==> config.mk <==
export PLATFORM = sky130hd
export DESIGN_NAME = ball_possession_arbiter
export DESIGN_NICKNAME = d
export VERILOG_FILES = /design/src/rtl/ball_possession_arbiter.sv
export SDC_FILE = /design/constraint.sdc
export NUM_CORES = 1
export LEC_CHECK = 0
export ABC_AREA = 1
export BUFFER_PORTS_ARGS = -buffer_cell sky130_fd_sc_hd__buf_2
export CAP_MARGIN = 25
export CORE_UTILIZATION = 35
export CTS_CLUSTER_SIZE = 14
export DETAILED_ROUTE_END_ITERATION = 6
export GPL_TIMING_DRIVEN = 0
export PLACE_DENSITY_LB_ADDON = 0.25
export SYNTH_ARGS = -nofsm -noshare
export SYNTH_HDL_FRONTEND = slang
export SYNTH_SLANG_ARGS = --single-unit
==> constraint.sdc <==
create_clock -name clk -period 3.2 [get_ports clk]
set_clock_uncertainty 0.15 [all_clocks]
set_input_delay 0.48 -clock clk [delete_from_list [all_inputs] [get_ports clk]]
set_output_delay 0.48 -clock clk [all_outputs]
set_load 0.03 [all_outputs]
==> src/rtl/ball_possession_arbiter.sv <==
// Ball possession arbiter: update-tick generator, two-glove catch arbitration
// and a post-release cooldown that keeps the throwing glove from re-catching.
module ball_possession_arbiter #(
  parameter int TICK_DIV       = 225000,
  parameter int CATCH_RADIUS   = 150,
  parameter int COOLDOWN_TICKS = 30
) (
  input  logic        clk,
  input  logic        reset,
  input  logic [15:0] glove1x,
  input  logic [15:0] glove1y,
  input  logic [15:0] glove2x,
  input  logic [15:0] glove2y,
  input  logic        glove1closed,
  input  logic        glove2closed,
  input  logic [15:0] ballx,
  input  logic [15:0] bally,
  output logic        tick,
  output logic [1:0]  owner,
  output logic        catch_pulse,
  output logic        release_pulse,
  output logic [1:0]  release_glove
);

  localparam int CNT_W = $clog2(TICK_DIV);
  localparam int CD_W  = (COOLDOWN_TICKS > 0) ? $clog2(COOLDOWN_TICKS + 1) : 1;
  localparam logic [CNT_W-1:0] CNT_LAST = CNT_W'(TICK_DIV - 1);
  localparam logic [CNT_W-1:0] CNT_PRE  = CNT_W'(TICK_DIV - 2);
  localparam logic [CNT_W-1:0] CNT_ONE  = CNT_W'(1);
  localparam logic [CD_W-1:0]  CD_INIT  = CD_W'(COOLDOWN_TICKS);
  localparam logic [CD_W-1:0]  CD_ONE   = CD_W'(1);
  localparam logic [16:0]      RADIUS   = 17'(CATCH_RADIUS);

  typedef enum logic [1:0] {
    AIR   = 2'd0,
    HELD1 = 2'd1,
    HELD2 = 2'd2
  } state_t;

  state_t           state_reg, state_next;
  logic [CNT_W-1:0] cnt_reg;
  logic             tick_reg;
  logic             catch_reg, catch_next;
  logic             release_reg, release_next;
  logic [1:0]       release_glove_reg, release_glove_next;
  logic [CD_W-1:0]  cooldown_reg, cooldown_next;
  logic [1:0]       prev_closed_reg, prev_closed_next;

  logic [15:0] glove_x [2];
  logic [15:0] glove_y [2];
  logic [1:0]  closed;
  logic [1:0]  eligible;

  assign glove_x[0] = glove1x;
  assign glove_y[0] = glove1y;
  assign glove_x[1] = glove2x;
  assign glove_y[1] = glove2y;
  assign closed     = {glove2closed, glove1closed};

  // tick is registered one cycle early so it is high exactly while cnt_reg == TICK_DIV-1
  always_ff @(posedge clk) begin
    if (reset) begin
      cnt_reg  <= '0;
      tick_reg <= 1'b0;
    end else begin
      cnt_reg  <= (cnt_reg == CNT_LAST) ? '0 : cnt_reg + CNT_ONE;
      tick_reg <= (cnt_reg == CNT_PRE);
    end
  end

  genvar gi;
  generate
    for (gi = 0; gi < 2; gi++) begin : g_glove
      localparam logic [1:0] GLOVE_ID = 2'(gi + 1);
      logic [16:0] dist_x, dist_y;
      logic        near, newly_closed, blocked;

      // 17-bit magnitudes so coordinates near 0 and 65535 never alias
      assign dist_x = (glove_x[gi] >= ballx) ? ({1'b0, glove_x[gi]} - {1'b0, ballx})
                                             : ({1'b0, ballx} - {1'b0, glove_x[gi]});
      assign dist_y = (glove_y[gi] >= bally) ? ({1'b0, glove_y[gi]} - {1'b0, bally})
                                             : ({1'b0, bally} - {1'b0, glove_y[gi]});
      assign near         = (dist_x <= RADIUS) && (dist_y <= RADIUS);
      assign newly_closed = closed[gi] & ~prev_closed_reg[gi];
      assign blocked      = (release_glove_reg == GLOVE_ID) && (cooldown_reg != '0);
      assign eligible[gi] = newly_closed & near & ~blocked;
    end
  endgenerate

  always_comb begin
    state_next         = state_reg;
    catch_next         = 1'b0;
    release_next       = 1'b0;
    release_glove_next = release_glove_reg;
    cooldown_next      = cooldown_reg;
    prev_closed_next   = prev_closed_reg;
    if (tick_reg) begin
      prev_closed_next = closed;
      if (cooldown_reg != '0) cooldown_next = cooldown_reg - CD_ONE;
      case (state_reg)
        AIR: begin
          if (eligible == 2'b11) begin
            // contention goes to the glove that did not throw last
            state_next = (release_glove_reg == 2'd1) ? HELD2 : HELD1;
            catch_next = 1'b1;
          end else if (eligible[0]) begin
            state_next = HELD1;
            catch_next = 1'b1;
          end else if (eligible[1]) begin
            state_next = HELD2;
            catch_next = 1'b1;
          end
        end
        HELD1: begin
          if (!glove1closed) begin
            state_next         = AIR;
            release_next       = 1'b1;
            release_glove_next = 2'd1;
            cooldown_next      = CD_INIT;
          end
        end
        HELD2: begin
          if (!glove2closed) begin
            state_next         = AIR;
            release_next       = 1'b1;
            release_glove_next = 2'd2;
            cooldown_next      = CD_INIT;
          end
        end
        default: state_next = AIR;
      endcase
    end
  end

  always_ff @(posedge clk) begin
    if (reset) begin
      state_reg         <= AIR;
      catch_reg         <= 1'b0;
      release_reg       <= 1'b0;
      release_glove_reg <= 2'd0;
      cooldown_reg      <= '0;
      prev_closed_reg   <= 2'b00;
    end else begin
      state_reg         <= state_next;
      catch_reg         <= catch_next;
      release_reg       <= release_next;
      release_glove_reg <= release_glove_next;
      cooldown_reg      <= cooldown_next;
      prev_closed_reg   <= prev_closed_next;
    end
  end

  assign tick          = tick_reg;
  assign owner         = state_reg;
  assign catch_pulse   = catch_reg;
  assign release_pulse = release_reg;
  assign release_glove = release_glove_reg;

endmodule

Yosys cells after proc, flatten, opt, wreduce, memory -nomap -nowiden
Index checks and enable logic that the tools add are counted.
W data, S select, Z words.
{"block": "word_totals", "ff_bits": 32, "input_bits": 100}
{"block": "op_classes", "bitwise": 12, "n_lt_le_gt_ge": 8, "n_eq_ne": 10, "muxes": 24, "n_addsub": 10, "n_reduce_logical": 12}
{"op": "$sub A16 B16 Y17", "count": 8}
{"op": "$le A17 B8 Y1 const B", "count": 4}
{"op": "$mux W17", "count": 4}
{"op": "$ge A16 B16 Y1", "count": 4}
{"op": "$eq A18 B18 Y1 const B", "count": 2}
{"op": "$add A18 B1 Y18 const B", "count": 1}
{"op": "$mux W2", "count": 8}
{"op": "$mux W5", "count": 3}
{"op": "$pmux W5 S2", "count": 1}
{"op": "$reduce_and A4 Y1", "count": 2}
{"op": "$and A1 B1 Y1", "count": 6}
{"op": "$eq A2 B2 Y1 const B", "count": 3}
{"op": "$not A1 Y1", "count": 6}
{"op": "$pmux W2 S3", "count": 1}
{"op": "$mux W1", "count": 5}
{"op": "$reduce_bool A5 Y1", "count": 1}
{"op": "$sub A5 B1 Y5 const B", "count": 1}
{"op": "$eq A2 B1 Y1 const B", "count": 2}
{"op": "$logic_and A1 B1 Y1", "count": 4}
{"op": "$ne A2 B2 Y1 const B", "count": 2}
{"op": "$ne A4 B4 Y1 const B", "count": 1}
{"op": "$pmux W2 S2", "count": 1}
{"op": "$reduce_or A2 Y1", "count": 2}
{"op": "$reduce_or A3 Y1", "count": 1}
{"op": "other kinds (3)", "count": 3}

Longest topological paths before layout
Gate-level depths: netlist of the first run.
{"block": "depth", "word_depth": 10, "mapped_depth": 27, "mapped_depth_nobuf": 26}

Worst setup path before layout of the first run
Ideal clock, no wire load.
{"block": "synth_timing", "path_kind": "in2reg", "start": "in glove1y[8]", "end": "reg state_reg[0] (netlist: owner[0])", "path_stages": 23, "arrival_ns": 2.550, "setup_slack_ns": 0.387, "n_path_buf": 1, "setup_time_ns": 0.113, "cell_sequence": "inv_1 > ha_1 > nand2_2 > inv_1 > a21oi_1 > nand3_2 > nand2_4 > nand2_4 > buf_6 > inv_4 > nand2_1 > nand2_1 > nand2_1 > inv_1 > nand2_1 > nor2_1 > nand2_1 > nor2_1 > nand2_1 > nand3_1 > nand2_2 > nor2_1 > nor2_1"}
{"block": "synth_between", "elab_chain_cells": 9, "elab_cells_between_ends": 14, "cone_classes": "2 x add/sub; 2 x order compare; 2 x eq/ne; 4 x mux; 2 x bitwise; 2 x reduce/logical"}
{"element": "start: declaration", "line": "11", "source": "input logic [15:0] glove1y,"}
{"element": "$sub A16 B16 Y17 (tied with other cells)", "line": "82", "source": ": ({1'b0, bally} - {1'b0, glove_y[gi]});"}
{"element": "$mux W17 (*)", "line": "81", "source": "assign dist_y = (glove_y[gi] >= bally) ? ({1'b0, glove_y[gi]} - {1'b0, bally})"}
{"element": "$le A17 B8 Y1 (*)", "line": "83", "source": "assign near = (dist_x <= RADIUS) && (dist_y <= RADIUS);"}
{"element": "$logic_and A1 B1 Y1 (*)", "line": "83"}
{"element": "$and A1 B1 Y1 (*) (2 in series)", "line": "86", "source": "assign eligible[gi] = newly_closed & near & ~blocked;"}
{"element": "$eq A2 B2 Y1 or $mux W2 (tied branches)", "line": "102, 106"}
{"element": "$ne A4 B4 Y1 (no source line) or $mux W2 (tied branches)"}
{"element": "$reduce_and A4 Y1 (no source line) or $pmux W2 S3 (tied branches)"}
{"element": "end signal: assignment", "line": "144", "source": "state_reg <= state_next;"}
{"element": "end: declaration", "line": "40", "source": "state_t state_reg, state_next;"}
Mark *: on every way between the ends. The rest lies on a longest branch, timed or not.
A chain may end at the register's enable or synchronous reset.

Worst setup path in the final report of the first run
{"block": "layout_timing", "start": "in glove2y[13]", "end": "reg state_reg[1] (netlist: owner[1])"}
{"block": "layout_between", "elab_chain_cells": 9, "elab_cells_between_ends": 13, "cone_classes": "2 x add/sub; 2 x order compare; 2 x eq/ne; 3 x mux; 2 x bitwise; 2 x reduce/logical"}
{"element": "start: declaration", "line": "13", "source": "input logic [15:0] glove2y,"}
{"element": "$sub A16 B16 Y17 (tied with other cells)", "line": "82"}
{"element": "$mux W17 (*)", "line": "81"}
{"element": "$le A17 B8 Y1 (*)", "line": "83"}
{"element": "$logic_and A1 B1 Y1 (*)", "line": "83"}
{"element": "$and A1 B1 Y1 (*) (2 in series)", "line": "86"}
{"element": "$eq A2 B2 Y1", "line": "102", "source": "if (eligible == 2'b11) begin"}
{"element": "$ne A4 B4 Y1 (no source line) or $mux W2 (tied branches)"}
{"element": "$reduce_and A4 Y1 (no source line) or $pmux W2 S3 (tied branches)"}
Marked as above.

==> results of run 1 <==
-- layer usage --
layer,track usage (%),up-vias,part of all wire (%)
met5,0,-,0.035
met2,40.0,257,48
met3,1.42,51,3.5
met1,29.1,5930,46
met4,5.25,2,2.1
li1,-,6707,-
-- worst max-delay path, cell delays in order --
cell     delay [ns]
buf_2          0.13
inv_1          0.07
ha_1           0.28
buf_6          0.14
nand2_4        0.09
nor2_4         0.05
nand2_1        0.07
o21ai_2        0.07
nor2_4         0.28
nand2_8        0.11
buf_8          0.16
nand2_2        0.05
nand2_2        0.06
nor2_1         0.09
nand2_1        0.06
nor2_1         0.12
nand2_1        0.10
nor2_4         0.15
nand4_1        0.21
a21oi_1        0.21
nor2_1         0.06
nor2_1         0.09
-- where the power goes --
part / internal, W / switching [W]
registers: 0.000402 / 0.00000280
clock network: 0.000282 / 0.000165
logic: 0.000958 / 0.00163
-- cell type report --
type,instances,share of cell area [%]
repair buffers,155,6.94
inverters,371,10.5
flip-flops and latches,32,4.75
clock inverters,2,0.0929
well taps,396,3.68
clock buffers,5,0.929
diodes,2,0.0371
plain buffers,49,3.33
multi-input cells,1607,69.7
-- logic make-up (layout without fill, tap and decap cells) --
family / Yosys count / in the layout / synth area share, %
DFF: 32 / 32 / 5.82
AOI/OAI and AO/OA: 222 / 222 / 11.4
buffers and inverters: 420 / 582 / 15.6
adders and majority gates: 142 / 142 / 16.7
and+or+nand+nor: 1190 / 1190 / 46.3
xor gates and xnor gates: 53 / 53 / 4.22
other: 0 / 2 / 0
-- stage by stage --
step	hold slack (ns)	setup WS, ns	area, um2
floorplan	0.279	0.387	11000
global placement	0.292	-0.403	12000
detailed placement	0.300	-0.411	12000
CTS	0.286	0.00215	12200
global route	0.290	-0.0394	13500
finish	0.285	0.125	13500
-- worst max-delay path by stage --
stage                     cells after the start       end        start  slack [ns]
after floorplan                              23  owner[0]   glove1y[8]        0.39
after global placement                       23  owner[0]     bally[0]       -0.40
after detailed placement                     23  owner[0]     bally[0]       -0.41
after CTS                                    22  owner[0]  glove2y[13]       0.002
after global routing                         23  owner[1]   glove2y[6]       -0.04
final                                        22  owner[1]  glove2y[13]        0.13
-- cell usage in the layout (no fill, tap or decap), types with 6 or more instances in the layout --
| master | count |
|---|---|
| nand2_1 | 672 |
| inv_1 | 347 |
| nor2_1 | 156 |
| nand3_1 | 153 |
| ha_1 | 104 |
| buf_2 | 102 |
| a21oi_1 | 99 |
| buf_4 | 67 |
| nand2_2 | 60 |
| xor2_1 | 47 |
| o21ai_0 | 47 |
| dfxtp_1 | 32 |
| nor2_4 | 25 |
| nand4_1 | 23 |
| nor3_1 | 22 |
| buf_6 | 22 |
| inv_2 | 17 |
| ha_4 | 17 |
| nand2_4 | 15 |
| o21bai_1 | 14 |
| a21oi_2 | 13 |
| nand3_2 | 13 |
| ha_2 | 13 |
| nor2_2 | 12 |
| o21ai_1 | 10 |
| nor3b_1 | 8 |
| clkbuf_4 | 8 |
| nand3b_1 | 8 |
| fa_2 | 8 |
| a211oi_1 | 7 |
| xnor2_1 | 6 |
| o21a_1 | 6 |
| clkbuf_16 | 6 |
-- what timing repair did --
item | CTS | global route
pin swaps | 0 | 62
resized for setup | 13 | 257
setup endpoints to repair | 3 | 3
setup buffers | 0 | 48
cloned | 0 | 2
==> impl_metrics.json, run 1 <==
{
  "initial_core_util_pct": 35.8,
  "seqCellArea_um2": 641,
  "synth.distinct_cells": 50,
  "power_leakage_nw": 7.53,
  "end_kind": "register",
  "clockBufferDepth": 2,
  "yosysTopAreaCellShare_pct": 24.8,
  "io_buffers": 105,
  "fp.coreArea_um2": 30700,
  "cts_tree": "built",
  "io_pins": 107,
  "numCtsBuffers": 5,
  "synth_async_sr_flop_share_pct": 0,
  "wl_um": 37300,
  "cap_viol_max_count": 0,
  "min_path_cells": 2,
  "yosysTopAreaCell": "nand2_1",
  "grt_pass1_vias": 12000,
  "p_per_area_nw_per_um2": 255,
  "die_x_um": 179,
  "fin_crit_sh_pct": 96.1,
  "ys_top_cells_by_area": "nand2_1 25%, ha_1 15%, inv_1 12%, nand3_1 7.5%, dfxtp_1 5.8%",
  "clock_sinks": 32,
  "r2r-end": "owner[1]",
  "r2r-start": "cooldown_reg[0]",
  "report.final.setup_viol": 0,
  "layout-drive-gt1-share_pct": 19.3,
  "insertion_delay_ns": 0.27,
  "whs_endpoint": "cooldown_reg[3]",
  "postCtsHoldBufs": 0,
  "area_growth_pct": 22.4,
  "totalPowerFinal_w": 0.00344,
  "worst_pin_slew_ns": 0.587,
  "slew_headroom_pct": 60.6,
  "synthCells": 2059,
  "critical_path_class": "input port to register",
  "crit_arrival_ns": 3.13,
  "fmax_ghz": 0.325,
  "crit_path_start_kind": "input port",
  "yosysWarnings": 0,
  "rows": 64,
  "crit_fanout": 6,
  "die_area_um2": 32200,
  "ir_drop_uv": 513,
  "yosysSeqAreaShare_pct": 5.82,
  "die_h_um": 179,
  "ys_seq_elements": 32,
  "violations": "design-rule violations",
  "dp_cells": 2560,
  "hold_viol": 0,
  "largest_reg_flops": 18,
  "vias": 12900,
  "hpwl_um": 31500,
  "r2r_slack_ns": 0.50,
  "syn_area_per_cell_um2": 5.35,
  "hold_path.startpoint": "reset",
  "post-route-util_pct": 43.8,
  "vias_per_cell": 4.94,
  "slew_violations": 0,
  "worstRegToRegCells": 18,
  "grt_pass1_wl_um": 57900,
  "grt_max_degree": 11,
  "status": "complete, but fails checks",
  "fillCellCount": 3395,
  "final_nets": 2463,
  "wl_per_cell_um": 14.2,
  "critical_path_required_ns": 3.26,
  "track_usage_pct": 22.4,
  "setup-tns-final_ns": 0,
  "postRouteAntennaNets": 0,
  "firstDrtPassIters": 7,
  "globalplace.congestion": 0.970,
  "netlist_top_cells_count": "726 x nand2_1, 363 x inv_1, 166 x nor2_1",
  "finalNonFillerCells": 2619,
  "syn-cell-area_um2": 11000,
  "drt-initial-drc-count": 799,
  "clk_pin_slew_ns": 0.05,
  "synthFlopType": "dfxtp_1",
  "drc_errors": 8,
  "hp-class": "input port to register",
  "htree_levels": 2,
  "syn_nets": 2301,
  "synth-edff-count": 0,
  "yosysMostFrequentCell": "nand2_1",
  "grt_overflow": 0,
  "multi_input_area_um2": 9400,
  "fin_crit_ns": 3.07,
  "antenna_found_initial": 3,
  "cts_root_buffer": "clkbuf_16"
}
Note: power is estimated with default switching activity, not from simulation.
==> run 2, diff against run 1 <==
--- a/config.mk
+++ b/config.mk
@@ -14,4 +14,5 @@
 export GPL_TIMING_DRIVEN = 0
 export PLACE_DENSITY_LB_ADDON = 0.25
+export SKIP_LAST_GASP = 1
 export SYNTH_ARGS = -nofsm -noshare
 export SYNTH_HDL_FRONTEND = slang
==> constraint.sdc (replaced) <==
create_clock -name clk -period 3.2 [get_ports clk]
set_clock_uncertainty 0.15 [all_clocks]
set_input_delay 0.32 -clock clk [delete_from_list [all_inputs] [get_ports clk]]
set_output_delay 0.32 -clock clk [all_outputs]
set_load 0.03 [all_outputs]
==> impl_metrics.json, run 2 (synthesized netlist as in run 1, its figures left out) <==
{
  "combinationalPowerShare_pct": 73.3,
  "htree_levels": 2,
  "rsz0062_at_grt": "yes",
  "grt_util_met2_pct": 39.8,
  "end_kind": "register",
  "crit_slowest_cell": "o21ai_0",
  "largest_reg_flops": 18,
  "cts_tree": "built",
  "final_cell_mix": "717 x nand2_1, 362 x inv_1, 162 x nand3_1, 161 x nor2_1, 127 x ha_1",
  "postCtsHoldBufs": 0,
  "drt-initial-drc-count": 787,
  "final_nets": 2426,
  "wl_per_cell_um": 14.1,
  "clkPwrFrac_pct": 14.0,
  "fp.coreArea_um2": 30700,
  "worst_pin_slew_ns": 0.587,
  "die_x_um": 179,
  "critPathBufInv": 4,
  "insertion_delay_ns": 0.27,
  "fin_crit_ns": 3.10,
  "slowest_delay_ns": 0.43,
  "fillCellCount": 3518,
  "final_cell_area_um2": 12500,
  "place_area_um2": 12000,
  "critical_path_class": "input port to register",
  "grt_overflow": 0,
  "multi_input_area_um2": 8810,
  "dp_cells": 2560,
  "io_buffers": 105,
  "p_sw_share_pct": 53.3,
  "vias_per_cell": 4.93,
  "die_h_um": 179,
  "p_int_w": 0.00149,
  "cts_root_buffer": "clkbuf_16",
  "post-route-util_pct": 40.5,
  "wl_um": 36400,
  "crit_arrival_ns": 3.16,
  "globalplace.congestion": 0.970,
  "violations": "design-rule violations",
  "seqCellArea_um2": 641,
  "report.final.setup_viol": 0,
  "crit_fanout": 10,
  "grt_max_degree": 11,
  "critical_path_required_ns": 3.26,
  "clk_pin_slew_ns": 0.05,
  "slew_violations": 0,
  "critPathTopFamily": "simple AND/OR/NAND/NOR gates",
  "power_frac_seq_pct": 12.7,
  "initial_core_util_pct": 35.8,
  "fmax_ghz": 0.323,
  "postRouteAntennaNets": 0,
  "drc_errors": 8,
  "cap_viol_max_count": 0,
  "slew_headroom_pct": 60.6,
  "vias": 12700,
  "grt-busiest-layer": "met2",
  "io_pins": 107,
  "status": "complete, but fails checks",
  "p_per_area_nw_per_um2": 256,
  "layout-drive-gt1-share_pct": 12.6,
  "grtUsageMet3_pct": 1.40,
  "totalPowerFinal_w": 0.00319,
  "clock_sinks": 32,
  "hpwl_um": 31500,
  "power_leakage_nw": 7.23,
  "numCtsBuffers": 5,
  "die_area_um2": 32200,
  "crit_path_start_kind": "input port",
  "ir_drop_uv": 514,
  "grt_pass1_wl_um": 57700,
  "gr-usage-met1_pct": 29.1,
  "rows": 64,
  "clockBufferDepth": 2,
  "fin_crit_sh_pct": 96.9,
  "grt_pass1_vias": 11900,
  "switching_power_w": 0.00170,
  "finalNonFillerCells": 2582,
  "firstDrtPassIters": 7,
  "antenna_found_initial": 3,
  "final_common_cell": "nand2_1",
  "hold_slack_ns": 0.125,
  "track_usage_pct": 22.3,
  "hp-class": "input port to register",
  "hold_viol": 0,
  "cp_cell_sequence": "buf_2 -> ha_1 -> buf_4 -> nand2_2 -> inv_2 -> a21oi_2 -> nand3_4 -> nand2_8 -> nand2_4 -> buf_2 -> o21ai_0 -> o22ai_1 -> nor2_1 -> nand3_1 -> nor2_1 -> nand3_1 -> a21oi_1",
  "area_growth_pct": 13.2
}
[run 2: cell types whose count changed in the layout (fill, tap and decap cells not counted), moves of 11 or more]
cell,delta
buf_6,-15
ha_4,-17
ha_1,+23
buf_2,+21
buf_4,-39
inv_1,+15
nand2_1,+45
nand2_2,-36
inv_2,-11
[run 2: area by class of cell]
class | instances | share of cell area (%)
diodes | 2 | 0.0402
plain buffers | 49 | 2.76
clock buffers | 5 | 1.00
clock inverters | 2 | 0.100
inverters | 371 | 11.2
multi-input cells | 1607 | 70.7
flip-flops and latches | 32 | 5.14
well taps | 396 | 3.98
repair buffers | 118 | 5.02
[run 2: repair_timing]
item,4_1_cts,5_1_grt
setup endpoints to repair,0,3
setup buffers,0,13
gates resized for setup,0,56
[run 2: power by group through the flow]
| stage | Combinational, W | Clock [W] | Sequential, W |
|---|---|---|---|
| 2_1_floorplan | 0.00165 | 0 | 0.000413 |
| 3_3_place_gp | 0.00222 | 0 | 0.000413 |
| 3_5_place_dp | 0.00224 | 0 | 0.000413 |
| 4_1_cts | 0.00225 | 0.000452 | 0.000405 |
| 5_1_grt | 0.00263 | 0.000475 | 0.000405 |
| 6_report | 0.00234 | 0.000448 | 0.000405 |
[run 2: through the flow]
stage	TNS, ns	setup slack, ns
4_1_cts	0	0.0158
3_5_place_dp	-0.657	-0.251
5_1_grt	-0.187	-0.0788
3_3_place_gp	-0.625	-0.243
2_1_floorplan	0	0.547
6_report	0	0.100
[run 2: worst paths after layout]
path	start	to	slack [ns]	cells after the start
max	bally[8]	catch_pulse	0.10	17
min	reset	cooldown_reg[2]	0.13	2
max reg2reg	cooldown_reg[0]	owner[1]	0.48	18
min reg2reg	cooldown_reg[0]	cooldown_reg[0]	0.30	1
[run 2: metal layers]
metal | wire length [um] | vias up
met3 | 1340 | 55
met1 | 16900 | 5727
met4 | 765 | 2
met2 | 17400 | 302
met5 | 13 | -
li1 | - | 6639
==> run 3, diff against run 2 <==
clock period = 3.3 ns   (was 3.2 ns; I/O delays follow)
==> impl_metrics.json, run 3 (synthesized netlist as in run 1, its figures left out) <==
{
  "postRouteAntennaNets": 0,
  "vias_per_cell": 4.92,
  "worstRegToRegCells": 18,
  "wl_um": 36200,
  "crit_arrival_ns": 3.16,
  "hold_viol": 0,
  "p_per_area_nw_per_um2": 248,
  "critical_path_required_ns": 3.36,
  "layout-drive-gt1-share_pct": 11.8,
  "track_usage_pct": 22.3,
  "hpwl_um": 31500,
  "antenna_found_initial": 3,
  "crit_path_start_kind": "input port",
  "grt_pass1_vias": 11900,
  "hp-class": "input port to register",
  "crit_fanout": 10,
  "cp-startpoint": "bally[14]",
  "clk_pin_slew_ns": 0.05,
  "insertion_delay_ns": 0.27,
  "rows": 64,
  "ir_drop_uv": 498,
  "place_area_um2": 12000,
  "fp.coreArea_um2": 30700,
  "largest_reg_flops": 18,
  "final_cell_area_um2": 12300,
  "fin_crit_ns": 3.11,
  "cts_tree": "built",
  "whs_endpoint": "cooldown_reg[2]",
  "initial_core_util_pct": 35.8,
  "critical_path_class": "input port to register",
  "final_cell_mix": "722 x nand2_1, 362 x inv_1, 162 x nand3_1, 161 x nor2_1, 133 x ha_1",
  "hold_path.startpoint": "reset",
  "cts_root_buffer": "clkbuf_16",
  "area_growth_pct": 12.0,
  "grt_pass1_wl_um": 57700,
  "clock_sinks": 32,
  "drt-initial-drc-count": 795,
  "violations": "design-rule violations",
  "end_kind": "register",
  "io_pins": 107,
  "r2r-end": "owner[1]",
  "grt_overflow": 0,
  "worst_pin_slew_ns": 0.586,
  "power_leakage_nw": 7.19,
  "r2r_slack_ns": 0.62,
  "cap_viol_max_count": 0,
  "fillCellCount": 3519,
  "grt_max_degree": 11,
  "fin_crit_sh_pct": 94.2,
  "htree_levels": 2,
  "setup-tns-final_ns": 0,
  "clockBufferDepth": 2,
  "drc_errors": 8,
  "io_buffers": 105,
  "die_area_um2": 32200,
  "slew_headroom_pct": 60.6,
  "globalplace.congestion": 0.970,
  "numCtsBuffers": 5,
  "die_h_um": 179,
  "wl_per_cell_um": 14.1,
  "slew_violations": 0,
  "vias": 12700,
  "final_common_cell": "nand2_1",
  "report.final.setup_viol": 0,
  "firstDrtPassIters": 7,
  "fmax_ghz": 0.322,
  "r2r-start": "cooldown_reg[0]",
  "min_path_cells": 2,
  "die_x_um": 179,
  "final_nets": 2419,
  "status": "complete, but fails checks"
}
[run 3: cell types whose count changed in the layout (fill, tap and decap cells not counted), sizes merged]
cell,previous run,this run
buf,159,154
clkbuf,13,11
[run 3: layer usage]
metal	global-route usage (%)	up-vias	part of all wire, %
li1	-	6621	-
met1	29.1	5704	46
met2	39.8	291	47
met3	1.40	60	4.0
met4	5.18	2	2.3
met5	0	-	0.036
[run 3: repair_timing]
action	4_1_cts	5_1_grt
setup endpoints to repair	0	3
gates resized for setup	0	30
buffers inserted	0	6
hold buffers	0	0
[run 3: report_power, final]
group | switching (W) | internal (W) | total [W]
Clock | 0.000161 | 0.000273 | 0.000434
Sequential | 0.00000272 | 0.000390 | 0.000393
Combinational | 0.00147 | 0.000762 | 0.00223
Total | 0.00163 | 0.00142 | 0.00306
[run 3: layout make-up]
cell class                 count  area (um2)  share of cell area, %
buffer                        49         330                   2.68
clock inverter                 2        12.5                  0.102
inverter                     371        1400                   11.3
tap                          396         495                   4.02
clock buffer                   5         125                   1.02
multi-input combinational   1607        8750                   71.0
antenna                        2        5.00                 0.0406
timing repair buffer         111         573                   4.65
sequential                    32         641                   5.20
[run 3: how the worst max path moves through the flow]
stage,to,slack (ns),cells after the start
after floorplan,owner[0],0.64,23
after global placement,owner[0],-0.15,23
after detailed placement,owner[0],-0.16,23
after CTS,owner[0],0.11,23
after global routing,owner[1],-0.02,21
final,catch_pulse,0.19,16
[run 3: critical path, stage by stage]
cell	delay (ns)
buf_2	0.14
ha_1	0.39
nand2_1	0.11
nand2_1	0.09
a21oi_2	0.20
o21ai_2	0.10
nor2_4	0.25
nand2_4	0.12
buf_2	0.21
o21ai_0	0.42
o22ai_1	0.14
nor2_1	0.10
nand3_1	0.08
nor2_1	0.09
nand3_1	0.20
a21oi_1	0.20
[run 3: stage by stage]
stage          instances  power, W  hold slack [ns]  utilization, %  setup slack [ns]
2_1_floorplan       2059   0.00200            0.279               -             0.637
3_3_place_gp        2560   0.00255            0.292            39.1            -0.153
3_5_place_dp        2560   0.00257            0.300            39.1            -0.161
4_1_cts             2567   0.00301            0.136            39.6             0.106
5_1_grt             2574   0.00337            0.140            40.1           -0.0209
6_report            2575   0.00306            0.136            40.1             0.192
